$ cat src/rtl/pc_select_unit_pkg.sv
// Shared definitions for the fetch PC generator: state encodings and
// default parameter values, also used by the trap unit.
package pc_select_unit_pkg;

  localparam int          PCSEL_ADDR_SIZE_DEF    = 32;
  localparam int          PCSEL_INST_BYTES_DEF   = 4;
  localparam int unsigned PCSEL_RESET_VECTOR_DEF = 32'h0000_0000;

  typedef enum logic {
    PCSEL_BOOT = 1'b0,
    PCSEL_RUN  = 1'b1
  } pcsel_state_t;

  // Index width for a redirect source number; at least one bit.
  function automatic int pcsel_idx_w(input int n);
    return (n > 1) ? $clog2(n) : 1;
  endfunction

endpackage

$ cat src/rtl/pc_select_unit_redirect_arbiter.sv
// Combinational priority encoder over the redirect sources.
// Source 0 has the highest priority.
module pc_redirect_arbiter
  import pc_select_unit_pkg::*;
#(
  parameter int ADDR_SIZE = PCSEL_ADDR_SIZE_DEF,
  parameter int NUM_REDIR = 4,
  parameter int IDX_W     = pcsel_idx_w(NUM_REDIR)
) (
  input  logic [NUM_REDIR-1:0]           redirValid,
  input  logic [NUM_REDIR*ADDR_SIZE-1:0] redirAddr,
  output logic                           hit,
  output logic [IDX_W-1:0]               newIdx,
  output logic [ADDR_SIZE-1:0]           newAddr
);

  logic [ADDR_SIZE-1:0] w_addr [NUM_REDIR];

  // Split the flat address bus into one entry per source.
  generate
    for (genvar gi = 0; gi < NUM_REDIR; gi++) begin : g_unpack
      assign w_addr[gi] = redirAddr[gi*ADDR_SIZE +: ADDR_SIZE];
    end
  endgenerate

  // Scan from the lowest priority upwards so the lowest requesting index wins.
  always_comb begin
    hit     = 1'b0;
    newIdx  = '0;
    newAddr = '0;
    for (int i = NUM_REDIR - 1; i >= 0; i--) begin
      if (redirValid[i]) begin
        hit     = 1'b1;
        newIdx  = IDX_W'(i);
        newAddr = w_addr[i];
      end
    end
  end

endmodule

$ cat src/rtl/pc_select_unit.sv
// Fetch PC generator: sequential increment or prioritised redirect,
// presented to fetch over valid/ready, with redirects latched across stalls.
module pc_select_unit
  import pc_select_unit_pkg::*;
#(
  parameter int                   ADDR_SIZE    = PCSEL_ADDR_SIZE_DEF,
  parameter int                   NUM_REDIR    = 4,
  parameter int                   INST_BYTES   = PCSEL_INST_BYTES_DEF,
  parameter logic [ADDR_SIZE-1:0] RESET_VECTOR = ADDR_SIZE'(PCSEL_RESET_VECTOR_DEF)
) (
  input  logic                           clk,
  input  logic                           rstn,
  input  logic [NUM_REDIR-1:0]           redirValid,
  input  logic [NUM_REDIR*ADDR_SIZE-1:0] redirAddr,
  input  logic                           fetchReady,
  output logic                           fetchValid,
  output logic [ADDR_SIZE-1:0]           pc,
  output logic                           pcMisaligned,
  output logic                           redirPending
);

  localparam int IDX_W = pcsel_idx_w(NUM_REDIR);
  localparam int OFF_W = $clog2(INST_BYTES);

  pcsel_state_t         r_state;
  logic [ADDR_SIZE-1:0] r_pc;
  logic                 r_pend_valid;
  logic [IDX_W-1:0]     r_pend_idx;
  logic [ADDR_SIZE-1:0] r_pend_addr;

  logic                 w_hit;
  logic [IDX_W-1:0]     w_new_idx;
  logic [ADDR_SIZE-1:0] w_new_addr;
  logic                 w_new_wins;
  logic                 w_eff_valid;
  logic [ADDR_SIZE-1:0] w_eff_addr;
  logic                 w_accept;

  pc_redirect_arbiter #(
    .ADDR_SIZE (ADDR_SIZE),
    .NUM_REDIR (NUM_REDIR),
    .IDX_W     (IDX_W)
  ) u_arb (
    .redirValid (redirValid),
    .redirAddr  (redirAddr),
    .hit        (w_hit),
    .newIdx     (w_new_idx),
    .newAddr    (w_new_addr)
  );

  // A new request beats the latched one when it is of equal or higher
  // priority; on a tie the newer request is the more recent intent.
  assign w_new_wins  = w_hit && (!r_pend_valid || (w_new_idx <= r_pend_idx));
  assign w_eff_valid = w_new_wins || r_pend_valid;
  assign w_eff_addr  = w_new_wins ? w_new_addr : r_pend_addr;
  assign w_accept    = fetchValid && fetchReady;

  assign fetchValid   = (r_state == PCSEL_RUN);
  assign pc           = r_pc;
  assign pcMisaligned = |r_pc[OFF_W-1:0];
  assign redirPending = r_pend_valid;

  // State, PC and pending-redirect update; pc only moves on a handshake so
  // it stays stable while fetch is stalled.
  always_ff @(posedge clk or negedge rstn) begin
    if (!rstn) begin
      r_state      <= PCSEL_BOOT;
      r_pc         <= RESET_VECTOR;
      r_pend_valid <= 1'b0;
      r_pend_idx   <= '0;
      r_pend_addr  <= '0;
    end else if (r_state == PCSEL_BOOT) begin
      // Leaving BOOT keeps the reset vector; early redirects wait in pending.
      r_state <= PCSEL_RUN;
      if (w_new_wins) begin
        r_pend_valid <= 1'b1;
        r_pend_idx   <= w_new_idx;
        r_pend_addr  <= w_new_addr;
      end
    end else if (w_accept) begin
      if (w_eff_valid) begin
        r_pc         <= w_eff_addr;
        r_pend_valid <= 1'b0;
      end else begin
        r_pc <= r_pc + ADDR_SIZE'(INST_BYTES);
      end
    end else if (w_new_wins) begin
      r_pend_valid <= 1'b1;
      r_pend_idx   <= w_new_idx;
      r_pend_addr  <= w_new_addr;
    end
  end

endmodule

$ cat config.mk
export PLATFORM = sky130hd
export DESIGN_NAME = pc_select_unit
export DESIGN_NICKNAME = d
export VERILOG_FILES = /design/src/rtl/pc_select_unit_pkg.sv /design/src/rtl/pc_select_unit_redirect_arbiter.sv /design/src/rtl/pc_select_unit.sv
export SDC_FILE = /design/constraint.sdc
export NUM_CORES = 1
export LEC_CHECK = 0
export ABC_AREA = 1
export CAP_MARGIN = 10
export CORE_UTILIZATION = 49
export CTS_BUF_LIST = sky130_fd_sc_hd__clkbuf_8
export DETAILED_ROUTE_END_ITERATION = 10
export PLACE_DENSITY = 0.83
export SYNTH_ARGS = -nofsm -noshare
export SYNTH_HDL_FRONTEND = slang
export SYNTH_HIERARCHICAL = 1
export SYNTH_SLANG_ARGS = --single-unit
$ cat constraint.sdc
create_clock -name clk -period 2.1 [get_ports clk]
set_clock_uncertainty 0.2 [all_clocks]
set_input_delay 0.21 -clock clk [delete_from_list [all_inputs] [get_ports clk]]
set_output_delay 0.21 -clock clk [all_outputs]
set_load 0.02 [all_outputs]
==> flow_summary_export.csv, run 1 <==
group,metric,value,unit
critical_path,cpPeakStageDelay,0.32,ns
clock_network,cts_buffer_depth,2,
grt,grt_overflow,0,
clock_network,htreeDepth,3,
sta,final_hold_viol_count,0,
routing,ant_nets,0,
logic_synthesis,synth_fp_nets,1013,
sta,report.final.slew_viol_count,0,
critical_path,path_buf_inv,3,
cells_and_area,drive_above_1_share,0.136,
min_path,hold_class,"primary input to flop",
critical_path,cpMostUsedCell,"nand2_1",
grt,antenna_found_initial,0,
die,die_y,109,um
routing,drt_first_pass_iters,5,
logic_synthesis,yosysMostFrequentCell,"nand2_1",
critical_path,crit_path_top_delay_cell,"dfrtp_1",
logic_synthesis,synth_area_per_cell,6.43,sq um
critical_path,crit_fanout,13,
critical_path,crit_arrival,2.06,ns
routing,finalWirelength,17.5,mm
clock_network,root_buffer,"clkbuf_8",
min_path,min_path_cells,4,
place,postPlaceCellArea,7570,sq um
place,dpl.hpwl,13.1,mm
routing,viasPerCell,5.23,
routing,drt_first_iter_violations,645,
grt,grt_pass1_wl,27.0,mm
sta,fin_crit,2.01,ns
logic_synthesis,ys_top_cells_by_area,"dfrtp_1 (30%), nand2_1 (20%), nand3_1 (8.9%)",
critical_path,critPathRequiredTime,2.14,ns
cells_and_area,diodes,0,
die,io_pins,170,
logic_synthesis,synth-edff-count,0,
clock_network,clkTransAtPathRegs,0.07,ns
sta,post-route-period-util,0.959,
power,p_leak,3.81,nW
sta,slew_headroom,0.609,
logic_synthesis,ys_warn_count,6,
routing,remaining_drc_errors,0,
cells_and_area,finalInstanceArea,7840,sq um
clock_network,tritoncts,"yes",
critical_path,reg2reg_slack,0.09,ns
sta,worstMarginPinSlew,0.587,ns
cells_and_area,flow.area_growth_from_synthesis,39.3,%
power,total_power,7.11,mW
clock_network,clk_latency,0.36,ns
grt,grt_usage,0.294,
power,peakVddDrop,0.530,mV
logic_synthesis,synth_top_cell_area_share,0.302,
job,cap_violations,0,
place,portBuffers,169,
critical_path,reg2reg_depth,10,
cells_and_area,nets,1202,
routing,wire_per_inst,14.5,um
place,dp_cells,1186,
routing,vias,6327,
cells_and_area,fillers,956,
die,die_w,109,um
cells_and_area,stdcell_count,1209,
clock_network,cts_buffers,9,
die,core_area,11000,sq um
logic_synthesis,ys_seq_area_frac,0.302,
logic_synthesis,ys_seq_elements,68,
logic_synthesis,yosysTopAreaCell,"dfrtp_1",
logic_synthesis,ys.flop_type,"dfrtp_1",
critical_path,end_kind,"flop",
grt,grt_pass1_vias,5597,
logic_synthesis,synth.cell_area,5630,sq um
critical_path,crit_chain,"inv_1 > ha_1 > nand2_1 > nand2_1 > nand2_2 > nand2_4 > buf_4 > clkbuf_16 > o21ai_0 > o21ai_1",
logic_synthesis,synthCells,875,
logic_synthesis,synth.distinct_cells,42,
die,initial_core_util,0.510,
clock_network,cts_sinks,68,
critical_path,cpLargestDelayFamily,"buffers and inverters",
run_status,status,"finished, final reports clean",
die,rows,38,
sta,finalSetupViolations,0,
critical_path,crit_path_start_kind,"flop",
logic_synthesis,yosys-top-cells-count,"nand2_1 (305), nand3_1 (100), nor2_1 (97)",
critical_path,cp.depth,10,
critical_path,path_class,"flop to flop",
grt,grt_max_degree,69,
place,gp_congestion,0.903,
power,power.density,907,nW/um^2
logic_synthesis,synthArstFlopShare,1.00,
sta,fmax,496,MHz
die,die-area,11900,sq um
[sequential cells by signal, summed over array words and instances (netlist names)]
| name | cells |
|---|---|
| r_pend_idx | 2 |
| fetchValid | 1 |
| redirPending | 1 |
| pc | 32 |
| r_pend_addr | 32 |
[cells by family (layout without fill, tap and decap cells)]
| logic type | count (synthesis) | after routing | share of synthesized area |
|---|---|---|---|
| AOI/OAI and AO/OA | 110 | 110 | 0.107 |
| xor gates and xnor gates | 4 | 4 | 0.00622 |
| adders and majority gates | 3 | 3 | 0.00667 |
| buffers and inverters | 118 | 312 | 0.119 |
| DFF | 68 | 68 | 0.302 |
| other | 1 | 1 | 0.000666 |
| and+or+nand+nor | 571 | 571 | 0.458 |
[through the flow]
step	hold slack [ns]	setup slack, ns	TNS (ns)	utilization
after floorplan	-0.286	0.0309	0	-
after global placement	0.0590	-0.476	-27.14	0.686
after global routing	0.0414	-0.0104	-0.0104	0.711
final	0.0211	0.0856	0	0.711
after CTS	0.00630	-0.00448	-0.00495	0.704
after detailed placement	0.0632	-0.513	-29.16	0.686
[per-layer routing]
metal / track usage / up-vias / share of wire
met3: 0.0610 / 34 / 0.071
met5: 0 / - / 0
met4: 0.0914 / 0 / 0.022
met1: 0.407 / 2855 / 0.44
met2: 0.458 / 277 / 0.47
li1: - / 3161 / -
[cell type report]
cell class	count	area, sq um	area share
clock buffers	10	138	0.0175
multi-input cells	689	3280	0.419
well taps	140	175	0.0223
clock inverters	6	25.0	0.00319
flip-flops and latches	68	1700	0.217
inverters	70	280	0.0357
repair buffers	226	2240	0.286
[timing repair]
| action | in CTS | in global routing |
|---|---|---|
| pin swaps | 1 | 5 |
| hold buffers | 2 | 0 |
| setup endpoints to repair | 65 | 64 |
| setup buffers | 0 | 4 |
| resized for setup | 7 | 10 |
| cloned | 0 | 1 |
| hold endpoints to repair | 69 | 0 |
[worst min-delay path: stages]
cell	delay, ns
buf_2	0.13
nor3_4	0.06
nor2_1	0.10
a21oi_1	0.04
[worst paths after layout]
check	start	endpoint
max	r_pend_idx[1]$_DFFE_PN0P_	pc[11]$_DFFE_PN0P_
min	redirValid[0]	r_pend_idx[1]$_DFFE_PN0P_
max reg2reg	r_pend_idx[1]$_DFFE_PN0P_	pc[11]$_DFFE_PN0P_
min in group asynchronous	rstn	fetchValid$_DFF_PN0_
min reg2reg	r_pend_addr[22]$_DFFE_PN0N_	r_pend_addr[22]$_DFFE_PN0N_
max in group asynchronous	rstn	pc[30]$_DFFE_PN0P_
[report_power, final]
group	internal (mW)	leakage (nW)	switching, mW
Sequential	1.86	0.822	0.529
Combinational	1.74	2.89	2.05
Clock	0.439	0.101	0.488
Total	4.04	3.81	3.07
[placed cells by master, fill, tap and decap left out, types with 2 or more instances in the layout]
master | synthesis | final
nand3_2 | 10 | 10
buf_12 | 2 | 8
clkinv_2 | 0 | 2
dfrtp_1 | 68 | 68
a21oi_2 | 3 | 3
o21ai_0 | 32 | 29
o211ai_1 | 4 | 4
nand2_1 | 305 | 305
nand3_1 | 100 | 100
a21oi_1 | 51 | 51
o21bai_1 | 3 | 3
xor2_1 | 2 | 2
xnor2_1 | 2 | 2
nor2_2 | 24 | 24
buf_2 | 17 | 2
nand2_2 | 9 | 9
clkbuf_8 | 0 | 10
nand4_1 | 4 | 4
buf_4 | 13 | 44
clkdlybuf4s50_1 | 0 | 164
a31oi_1 | 5 | 5
nor2_8 | 2 | 2
inv_4 | 2 | 2
ha_1 | 3 | 3
nor3_1 | 3 | 2
dlymetal6s2s_1 | 0 | 2
dlygate4sd3_1 | 0 | 2
inv_1 | 63 | 67
inv_2 | 3 | 3
nor2_4 | 9 | 11
nor2_1 | 97 | 95
nand2_4 | 6 | 6
buf_6 | 11 | 2
o22ai_1 | 2 | 2
o21ai_1 | 6 | 9
Power figures use the tool's default switching activity.
==> run 2: changes to the inputs <==
Settings changed: REMOVE_ABC_BUFFERS set to 1.
==> run 2 against run 1 <==
Final cell count fell by 0.58%. Fmax rose by 1.6%. Sequential power about the same. Clock-buffer cell count stayed put. Sequential share of layout area rose by 0.10 points. Clock power grew 20%. Worst hold slack worse by 0.0091 ns. Critical path type is now primary input to flop. Largest cell class unchanged.
==> flow_summary_export.csv, run 2 (same netlist as run 1, synthesis figures left out) <==
group,metric,value,unit
routing,vias,6180,
die,io_pins,170,
critical_path,reg2reg_slack,0.13,ns
clock_network,root_buffer,"clkbuf_8",
cells_and_area,layout_common_cells,"nand2_1 (305), clkdlybuf4s50_1 (164), nand3_1 (100)",
sta,final_hold_viol_count,0,
critical_path,critPathRequiredTime,2.13,ns
place,gp_congestion,0.857,
sta,tns,0,ns
cells_and_area,final_common_cell,"nand2_1",
clock_network,htreeDepth,3,
cells_and_area,diodes,0,
cells_and_area,fillers,949,
die,core_area,11000,sq um
clock_network,cts_buffers,9,
sta,slew_headroom,0.601,
routing,wire_per_inst,13.9,um
die,rows,38,
critical_path,crit_arrival,2.01,ns
routing,remaining_drc_errors,0,
critical_path,reg2reg_depth,9,
grt,antenna_found_initial,0,
place,postPlaceCellArea,7530,sq um
sta,worstMarginPinSlew,0.599,ns
cells_and_area,fin_util,0.708,
power,peakVddDrop,0.506,mV
die,die_w,109,um
sta,post-route-period-util,0.944,
cells_and_area,flow.area_growth_from_synthesis,38.6,%
min_path,hold_class,"primary input to flop",
min_path,hold-path-endpoint,"r_pend_idx[0]$_DFFE_PN0P_",
sta,finalSetupViolations,0,
sta,fin_crit,1.98,ns
routing,drt_first_pass_iters,6,
routing,drt_first_iter_violations,454,
clock_network,clk_latency,0.36,ns
die,die-area,11900,sq um
critical_path,path_class,"primary input to flop",
power,p_leak,3.75,nW
clock_network,cts_buffer_depth,2,
min_path,min_path_cells,4,
clock_network,tritoncts,"yes",
cells_and_area,drive_above_1_share,0.134,
critical_path,cpPeakStageDelay,0.32,ns
min_path,hp-start,"redirValid[0]",
cells_and_area,finalInstanceArea,7800,sq um
grt,grt_pass1_vias,5745,
sta,fmax,505,MHz
sta,report.final.slew_viol_count,0,
job,cap_violations,0,
critical_path,r2r_end,"pc[13]$_DFFE_PN0P_",
place,dpl.hpwl,12.7,mm
grt,grt_usage,0.295,
sta,layout_setup_ws,0.118,ns
critical_path,path_buf_inv,2,
power,power.density,925,nW/um^2
grt,grt_pass1_wl,27.5,mm
clock_network,cts_sinks,68,
place,dp_slack,-0.564,ns
critical_path,crit_path_start_kind,"primary input",
cells_and_area,nets,1195,
critical_path,crit_fanout,7,
critical_path,crit_chain,"dlygate4sd2_1 > nor3_2 > ha_1 > nand2_1 > nand2_1 > nand2_2 > nand2_4 > bufbuf_16 > o211ai_1 > nand3_1",
critical_path,end_kind,"flop",
die,die_y,109,um
critical_path,crit_path_top_delay_cell,"dlygate4sd2_1",
die,initial_core_util,0.510,
clock_network,clkTransAtPathRegs,0.08,ns
critical_path,r2r_start,"r_pend_idx[1]$_DFFE_PN0P_",
grt,grt_overflow,0,
routing,viasPerCell,5.14,
routing,ant_nets,0,
routing,finalWirelength,16.7,mm
critical_path,cpMostUsedCell,"nand2_1",
grt,grt_max_degree,58,
critical_path,cpLargestDelayFamily,"simple AND/OR/NAND/NOR gates",
run_status,status,"finished, final reports clean",
place,portBuffers,169,
-- run 2: cell count changes in the layout (fill, tap and decap cells not counted), moves of 2 or more --
cell            delta
nor2_4             -2
inv_1              -4
buf_4              -4
buf_6              -2
dlymetal6s2s_1     -2
clkinvlp_4         +2
o21ai_0            +3
dlygate4sd2_1      +3
o21ai_1            -3
-- run 2: cell type report --
class / count / area [sq um] / share of cell area
repair buffers: 219 / 2180 / 0.279
inverters: 70 / 280 / 0.0359
clock inverters: 6 / 63.8 / 0.00818
well taps: 140 / 175 / 0.0224
multi-input cells: 689 / 3270 / 0.419
flip-flops and latches: 68 / 1700 / 0.218
clock buffers: 10 / 138 / 0.0176
-- run 2: worst max-delay path by stage --
stage	start	endpoint	slack, ns	cells past startpoint
finish	redirValid[1]	pc[13]$_DFFE_PN0P_	0.12	10
global route	redirValid[2]	pc[29]$_DFFE_PN0P_	-0.007	14
CTS	redirValid[1]	pc[13]$_DFFE_PN0P_	0.09	10
detailed placement	redirValid[1]	r_pend_addr[14]$_DFFE_PN0N_	-0.56	12
global placement	redirValid[1]	pc[13]$_DFFE_PN0P_	-0.43	10
floorplan	redirValid[2]	r_pend_addr[13]$_DFFE_PN0N_	-0.49	12
-- run 2: tightest hold or removal path, stage by stage --
cell and delay [ns]:
buf_2 0.13, a21oi_1 0.05, inv_1 0.06, o21ai_0 0.08
-- run 2: what timing repair did --
item,4_1_cts,5_1_grt
setup buffers,2,0
hold endpoints to repair,68,0
hold buffers,1,0
pin swaps,3,1
gates cloned,1,0
resized for setup,6,2
endpoints found under the setup margin,66,3
-- run 2: layer usage --
metal  vias to the layer above  wire length, um  global-route usage
li1                       3148                -                   -
met1                      2797             7520               0.405
met2                       227             8060               0.489
met3                         8              986              0.0430
met4                         0              100              0.0638
met5                         -                0                   0
-- run 2: stage by stage --
step | hold WS (ns) | cells | power, mW
after CTS | 0.00950 | 1202 | 7.19
after global routing | 0.0460 | 1202 | 7.76
final | 0.0120 | 1202 | 7.22
after global placement | 0.0131 | 1182 | 5.84
after detailed placement | 0.0167 | 1182 | 5.94
after floorplan | -0.286 | 827 | 4.21
-- run 2: where the power goes --
part / leakage, nW / total [mW] / internal (mW) / switching [mW]
sequential: 0.822 / 2.38 / 1.86 / 0.515
clock: 0.0983 / 1.11 / 0.578 / 0.530
combinational: 2.83 / 3.73 / 1.71 / 2.02
total: 3.75 / 7.22 / 4.15 / 3.06
